[config.mk]
export PLATFORM = sky130hd
export DESIGN_NAME = ddr3_rd_capture_ctrl
export DESIGN_NICKNAME = d
export VERILOG_FILES = /design/src/rtl/ddr3_rd_capture_ctrl.sv
export SDC_FILE = /design/constraint.sdc
export NUM_CORES = 1
export LEC_CHECK = 0
export ABC_AREA = 1
export CAP_MARGIN = 20
export CELL_PAD_IN_SITES_DETAIL_PLACEMENT = 0
export CELL_PAD_IN_SITES_GLOBAL_PLACEMENT = 1
export CORE_ASPECT_RATIO = 0.5
export CORE_UTILIZATION = 41
export CTS_BUF_LIST = sky130_fd_sc_hd__clkbuf_8
export CTS_CLUSTER_SIZE = 24
export DETAILED_ROUTE_END_ITERATION = 10
export PLACE_DENSITY = 0.8
export SYNTH_ARGS = -nofsm -noshare
export SYNTH_HDL_FRONTEND = slang
export SYNTH_SLANG_ARGS = --single-unit
[constraint.sdc]
create_clock -name clk -period 2.1 [get_ports clk]
set_input_delay 0.21 -clock clk [delete_from_list [all_inputs] [get_ports clk]]
set_output_delay 0.21 -clock clk [all_outputs]
set_load 0.01 [all_outputs]
[src/rtl/ddr3_rd_capture_ctrl.sv]
// DDR3 BL8 read capture sequencer.
// Grants scheduler read requests, times the read latency to the one-cycle
// `listen` arm pulse, waits a settle delay, then walks the 8-deep ring buffer
// read pointer and returns the burst as a registered, tagged word stream.
module ddr3_rd_capture_ctrl #(
    parameter int RL        = 11,  // grant -> listen, 2..31
    parameter int DRAIN_DLY = 2,   // listen -> first read_ptr drive, 1..7
    parameter int MIN_GAP   = 8,   // minimum grant spacing, 8..15
    parameter int TAG_W     = 4,
    parameter int DATA_W    = 16
) (
    input  logic              clk,
    input  logic              reset_n,
    input  logic              rd_req,
    input  logic [TAG_W-1:0]  rd_tag,
    output logic              rd_gnt,
    output logic              listen,
    output logic [2:0]        read_ptr,
    input  logic [DATA_W-1:0] buf_dout,
    output logic              rd_valid,
    output logic [DATA_W-1:0] rd_data,
    output logic              rd_last,
    output logic [TAG_W-1:0]  rd_tag_out,
    output logic              busy,
    output logic              err_ovf
);

    typedef enum logic {
        S_IDLE,
        S_DRAIN
    } state_t;

    localparam int TQ_DEPTH = 4;

    // Grant spacing
    logic [3:0]           gap_q, gap_d;
    logic                 gap_ok;

    // Latency and settle delay lines
    logic [RL-1:0]        lat_q;
    logic [DRAIN_DLY-1:0] settle_q;
    logic                 drain_start;

    // Tag queue
    logic [TAG_W-1:0]     tagq_mem [TQ_DEPTH];
    logic [1:0]           tq_wr_q, tq_rd_q;
    logic [2:0]           tq_cnt_q, tq_cnt_d;
    logic                 tagq_full, tq_push, tq_pop;
    logic                 err_ovf_q;

    // Drain FSM
    state_t               state_q;
    logic [2:0]           ptr_q;
    logic                 rd_valid_q, rd_last_q;
    logic [DATA_W-1:0]    rd_data_q;

    assign gap_ok    = (gap_q == 4'd0);
    assign tagq_full = (tq_cnt_q == 3'(TQ_DEPTH));
    assign rd_gnt    = rd_req & gap_ok & ~tagq_full;
    assign tq_push   = rd_gnt;
    assign tq_pop    = rd_last_q & (tq_cnt_q != 3'd0);

    // Gap counter next state: reload on grant, otherwise count down to zero
    always_comb begin
        // NOTE: every always_comb output gets a default first so no path can infer a latch.
        gap_d = gap_q;
        if (rd_gnt) begin
            gap_d = 4'(MIN_GAP - 1);
        end else if (gap_q != 4'd0) begin
            gap_d = gap_q - 4'd1;
        end
    end

    // Gap counter register
    always_ff @(posedge clk or negedge reset_n) begin
        // NOTE: sequential state uses non-blocking assignments so every flop samples pre-edge values.
        if (!reset_n) begin
            gap_q <= 4'd0;
        end else begin
            gap_q <= gap_d;
        end
    end

    // Latency line: the grant travels RL stages; the last stage is `listen`
    always_ff @(posedge clk or negedge reset_n) begin
        if (!reset_n) begin
            lat_q <= '0;
        end else begin
            lat_q[0] <= rd_gnt;
            for (int i = 1; i < RL; i++) begin
                lat_q[i] <= lat_q[i-1];
            end
        end
    end

    assign listen = lat_q[RL-1];

    // Settle line: delays `listen` until the strobe-captured data is stable
    always_ff @(posedge clk or negedge reset_n) begin
        if (!reset_n) begin
            settle_q <= '0;
        end else begin
            settle_q[0] <= listen;
            for (int i = 1; i < DRAIN_DLY; i++) begin
                settle_q[i] <= settle_q[i-1];
            end
        end
    end

    assign drain_start = settle_q[DRAIN_DLY-1];

    // Tag storage written on grant
    always_ff @(posedge clk) begin
        // NOTE: storage is left unreset; only the pointers and count need a known value.
        if (tq_push && !tagq_full) begin
            tagq_mem[tq_wr_q] <= rd_tag;
        end
    end

    // Tag queue occupancy next state
    always_comb begin
        tq_cnt_d = tq_cnt_q;
        unique case ({tq_push, tq_pop})
            2'b10:   tq_cnt_d = tq_cnt_q + 3'd1;
            2'b01:   tq_cnt_d = tq_cnt_q - 3'd1;
            default: tq_cnt_d = tq_cnt_q;
        endcase
    end

    // Tag queue pointers, occupancy and sticky overflow flag
    always_ff @(posedge clk or negedge reset_n) begin
        if (!reset_n) begin
            tq_wr_q   <= 2'd0;
            tq_rd_q   <= 2'd0;
            tq_cnt_q  <= 3'd0;
            err_ovf_q <= 1'b0;
        end else begin
            if (tq_push && !tagq_full) begin
                tq_wr_q <= tq_wr_q + 2'd1;
            end
            if (tq_pop) begin
                tq_rd_q <= tq_rd_q + 2'd1;
            end
            // A push that loses its entry must never happen; flag it if it does
            tq_cnt_q  <= (tq_push && tagq_full) ? tq_cnt_q : tq_cnt_d;
            err_ovf_q <= err_ovf_q | (tq_push & tagq_full);
        end
    end

    // Drain FSM: the drain_start cycle already reads word 0, so word k is
    // registered one cycle after read_ptr shows k
    always_ff @(posedge clk or negedge reset_n) begin
        if (!reset_n) begin
            state_q    <= S_IDLE;
            ptr_q      <= 3'd0;
            rd_valid_q <= 1'b0;
            rd_last_q  <= 1'b0;
            rd_data_q  <= '0;
        end else begin
            rd_valid_q <= 1'b0;
            rd_last_q  <= 1'b0;
            unique case (state_q)
                S_IDLE: begin
                    if (drain_start) begin
                        rd_data_q  <= buf_dout;
                        rd_valid_q <= 1'b1;
                        ptr_q      <= 3'd1;
                        state_q    <= S_DRAIN;
                    end
                end
                S_DRAIN: begin
                    rd_data_q  <= buf_dout;
                    rd_valid_q <= 1'b1;
                    if (ptr_q == 3'd7) begin
                        rd_last_q <= 1'b1;
                        ptr_q     <= 3'd0;
                        state_q   <= S_IDLE;
                    end else begin
                        ptr_q <= ptr_q + 3'd1;
                    end
                end
                default: begin
                    ptr_q   <= 3'd0;
                    state_q <= S_IDLE;
                end
            endcase
        end
    end

    assign read_ptr   = ptr_q;
    assign rd_valid   = rd_valid_q;
    assign rd_data    = rd_data_q;
    assign rd_last    = rd_last_q;
    assign err_ovf    = err_ovf_q;
    // Head tag is shown only while a read is queued so the idle value is zero
    assign rd_tag_out = (tq_cnt_q != 3'd0) ? tagq_mem[tq_rd_q] : '0;
    assign busy       = (|lat_q) | (|settle_q) | (state_q != S_IDLE) | rd_valid_q;

endmodule

==> results.yml, run 1 <==
status:
  status: "finished clean"
routing:
  route.antenna.remaining_nets: 0
  detail_route.wirelength_um: 4940
  drtPass1Iterations: 4
  vias: 1804
  route.detailed.wl_per_inst_um: 12.0
  detail_route.drc_violations: 0
  drtIter0Drc: 59
  via_per_inst: 4.38
finish:
  multiInputGateArea_sq_um: 768
  fill_cells: 556
  final_area_sq_mm: 0.00341
  layout.cells.non_filler: 412
  area_delta_synth_final_pct: 31.8
  nNetsFinal: 352
  share_of_post_route_cells_with_drive_strength_above_1: 0.0926
  regArea_sq_mm: 0.00166
  antennaDiodeCount: 0
logic_synthesis:
  synth_commonest_cells: "97 x sky130_fd_sc_hd__nand2_1, 47 x sky130_fd_sc_hd__dfrtp_1, 31 x sky130_fd_sc_hd__inv_1"
  async_reset_ff_frac: 0.746
  synthesis.instances: 255
  yosys.cell_types.count: 25
  synthesized_area_sq_mm: 0.00259
  synth_nets: 288
  synth_edf_count: 16
  yosys-top-cells-area: "sky130_fd_sc_hd__dfrtp_1 45%, sky130_fd_sc_hd__edfxtp_1 19%, sky130_fd_sc_hd__nand2_1 14%"
  syn_area_per_cell_sq_um: 10.2
  postSynth.topFlopCell: "sky130_fd_sc_hd__dfrtp_1"
  yosys_warnings: 0
  largest_area_contributor_in_the_synthesized_netlist: "sky130_fd_sc_hd__dfrtp_1"
  yosys.cell_count.top_type: "sky130_fd_sc_hd__nand2_1"
  synthDominantCellAreaShare: 0.454
  yosysSeqAreaShare: 0.639
  number_of_flip_flops_and_latches_in_the_synthesized_netlist: 63
critical_path:
  regToRegStartpoint: "gap_q[0]"
  critical_path_peak_fanout: 8
  path_common_cell: "sky130_fd_sc_hd__inv_1"
  critPathRequiredTime_ps: 2320
  path_buf_inv: 2
  timing.critical_path.to_type: "flip-flop"
  slowest_delay_ps: 380
  critical_path_start_type: "flip-flop"
  critPathArrivalTime_ps: 2210
  path_delay_family: "adder cells"
  path_cells: "inv_1 -> ha_1 -> nand2_2 -> nor2_4 -> nand3_4 -> ha_2 -> inv_1 -> fa_1 -> nand2_1 -> nand3_1 -> xor2_1"
  cp_slowest_cell: "sky130_fd_sc_hd__fa_1"
  criticalPathCategory: "flip-flop to flip-flop"
  critical_path.startpoint: "gap_q[0]"
global_route:
  use_met1: 0.209
  gr-total-overflow: 0
  number_of_global_route_vias_before_repair: 1789
  pin_count_of_the_biggest_net_entering_global_routing: 48
  antenna_found_initial: 0
  grt_use_met3: 0.0638
  met2_usage: 0.275
  grt_first_pass_wirelength_um: 8270
  grt.busiest_layer: "met2"
  grt_usage: 0.168
sta:
  final.setup_skew_ps: 6.67
  slew-limit-headroom: 0.730
  final-hold-violation-count: 0
  final_min_period_over_clock_period: 0.947
  fmaxAchievable_mhz: 503
  final_count_of_negative_setup_slack_endpoints: 0
  count_of_final_max_slew_check_failures: 0
  worst_slack_ps: 111
  min_period_ps: 1990
  final.setup.tns_ps: 0
  max_slew.worst_pin.slew_ps: 403
placement:
  post-place-ws_ps: 130
  place.port_buffers: 51
  post-place-cells: 391
  postPlaceCellArea_sq_mm: 0.00320
  dp_hpwl_um: 3350
  gp_congestion: 0.711
clock_tree:
  clock_tree.buffer_depth: 2
  cts_root_buf: "sky130_fd_sc_hd__clkbuf_8"
  cts_tree: "done"
  htreeDepth: 3
  clk_transition_reported_paths_ps: 70
  tritoncts.num_buffers: 9
  clock-sinks: 63
  clk_latency_ps: 330
worst_hold_path:
  worst_hold_path_type: "flip-flop to flip-flop"
  worst_hold_startpoint: "lat_q[2]"
pwr:
  p_int_mw: 1.70
  ir_drop_v: 0.000301
  pwr-share-clk: 0.389
  p_sw_uw: 464
  pwr_density_cell_mw_per_mm2: 635
  p_seq_frac: 0.580
  power_mw: 2.17
  standby_leakage_power_nw: 1.64
  switching_share: 0.214
  share_comb_of_total_power: 0.031
job:
  timing.max_cap.violations: 0
floorplan:
  die-width_um: 114
  fp.dieH_um: 58.2
  floorplan.initialDensity: 0.426
  fp.coreArea_sq_mm: 0.00608
  fp-row-count: 20
  pin_count: 52
  dieArea_sq_mm: 0.00666
## state kept, by name (all words and copies together), names as in the netlist
name / count
err_ovf: 1
gap_q: 4
lat_q: 11
rd_data: 16
rd_last: 1
rd_valid: 1
read_ptr: 3
settle_q: 2
state_q: 1
tagq_mem: 16
tq_cnt_q: 3
tq_rd_q: 2
tq_wr_q: 2
## power by group through the flow
| stage | clock network [mW] | logic, mW | registers (mW) |
|---|---|---|---|
| finish | 0.844 | 0.0669 | 1.26 |
| global route | 0.943 | 0.0741 | 1.25 |
| CTS | 0.879 | 0.0691 | 1.26 |
| detailed placement | 0 | 0.0676 | 1.28 |
| global placement | 0 | 0.0663 | 1.28 |
| floorplan | 0 | 0.0000281 | 1.28 |
## logic make-up after synthesis
logic type | share of synthesized area
adders and majority gates | 0.0512
AOI/OAI and AO/OA | 0.0237
buffers and inverters | 0.0661
xor gates and xnor gates | 0.0169
DFF | 0.639
and+or+nand+nor | 0.203
## worst reg2reg max path, stage by stage (launching register included)
cell	delay, ps
sky130_fd_sc_hd__dfrtp_1	360
sky130_fd_sc_hd__inv_1	90
sky130_fd_sc_hd__ha_1	240
sky130_fd_sc_hd__nand2_2	100
sky130_fd_sc_hd__nor2_4	40
sky130_fd_sc_hd__nand3_4	100
sky130_fd_sc_hd__ha_2	190
sky130_fd_sc_hd__inv_1	60
sky130_fd_sc_hd__fa_1	380
sky130_fd_sc_hd__nand2_1	80
sky130_fd_sc_hd__nand3_1	90
sky130_fd_sc_hd__xor2_1	150
## metrics by stage
step,hold WS [ps],utilization
after floorplan,-85.6,-
after global placement,210,0.526
after detailed placement,210,0.526
after CTS,375,0.554
after global routing,393,0.562
final,369,0.562
## layout make-up
| cell class | count | area share |
|---|---|---|
| clock buffers | 9 | 0.0363 |
| clock inverters | 7 | 0.00953 |
| inverters | 34 | 0.0381 |
| multi-input cells | 152 | 0.225 |
| flip-flops and latches | 63 | 0.486 |
| well taps | 88 | 0.0322 |
| repair buffers | 59 | 0.173 |
## repair_timing
action	4_1_cts	5_1_grt
gates resized for setup	3	2
setup endpoints to repair	5	6
setup buffers	0	4
hold buffers	1	0
hold endpoints to repair	47	0
## layout by cell type, fill, tap and decap left out
| cell | n |
|---|---|
| sky130_fd_sc_hd__a21oi_1 | 6 |
| sky130_fd_sc_hd__a22o_1 | 1 |
| sky130_fd_sc_hd__xor2_1 | 2 |
| sky130_fd_sc_hd__clkinvlp_4 | 1 |
| sky130_fd_sc_hd__dlygate4sd2_1 | 1 |
| sky130_fd_sc_hd__clkinv_2 | 2 |
| sky130_fd_sc_hd__buf_4 | 5 |
| sky130_fd_sc_hd__o21ai_0 | 3 |
| sky130_fd_sc_hd__nor2_4 | 2 |
| sky130_fd_sc_hd__nand4_1 | 3 |
| sky130_fd_sc_hd__buf_12 | 2 |
| sky130_fd_sc_hd__o21a_1 | 1 |
| sky130_fd_sc_hd__nand3_4 | 1 |
| sky130_fd_sc_hd__nor2_1 | 13 |
| sky130_fd_sc_hd__dfrtp_2 | 1 |
| sky130_fd_sc_hd__clkinv_1 | 2 |
| sky130_fd_sc_hd__buf_2 | 1 |
| sky130_fd_sc_hd__inv_1 | 33 |
| sky130_fd_sc_hd__nand3b_1 | 1 |
| sky130_fd_sc_hd__dlygate4sd3_1 | 1 |
| sky130_fd_sc_hd__nand2_2 | 2 |
| sky130_fd_sc_hd__edfxtp_1 | 16 |
| sky130_fd_sc_hd__fa_1 | 1 |
| sky130_fd_sc_hd__clkbuf_8 | 9 |
| sky130_fd_sc_hd__xnor2_1 | 3 |
| sky130_fd_sc_hd__inv_2 | 2 |
| sky130_fd_sc_hd__inv_4 | 1 |
| sky130_fd_sc_hd__nand2_1 | 96 |
| sky130_fd_sc_hd__ha_2 | 1 |
| sky130_fd_sc_hd__clkdlybuf4s50_1 | 49 |
| sky130_fd_sc_hd__dfrtp_1 | 46 |
| sky130_fd_sc_hd__nand3_1 | 7 |
| sky130_fd_sc_hd__nor3_1 | 1 |
| sky130_fd_sc_hd__ha_1 | 8 |
## final timing paths
check | to | slack (ps) | cells past startpoint
max | tq_cnt_q[2] | 110 | 11
min | lat_q[3] | 370 | 0
max reg2reg | tq_cnt_q[2] | 110 | 11
min reg2reg | lat_q[3] | 370 | 0
max in group asynchronous | lat_q[7] | 1490 | 3
min in group asynchronous | gap_q[3] | 390 | 3
## layer usage
layer  wire length, um  part of all wire  vias up
met5                 0                 0        -
met1              2330              0.47      847
met4                57             0.012        0
met2              2350              0.48       38
met3               208             0.042        5
li1                  -                 -      914
(Power assumes the default switching activity.)
==> inputs of run 2 (changes only) <==
--- a/config.mk
+++ b/config.mk
@@ -12,6 +12,7 @@
 export CORE_ASPECT_RATIO = 0.5
 export CORE_UTILIZATION = 41
 export CTS_BUF_LIST = sky130_fd_sc_hd__clkbuf_8
+export CTS_CLUSTER_DIAMETER = 60
 export CTS_CLUSTER_SIZE = 24
 export DETAILED_ROUTE_END_ITERATION = 10
 export PLACE_DENSITY = 0.8
==> results of run 2 <==
The final DEF is identical to that of run 1; final timing and power are the same.
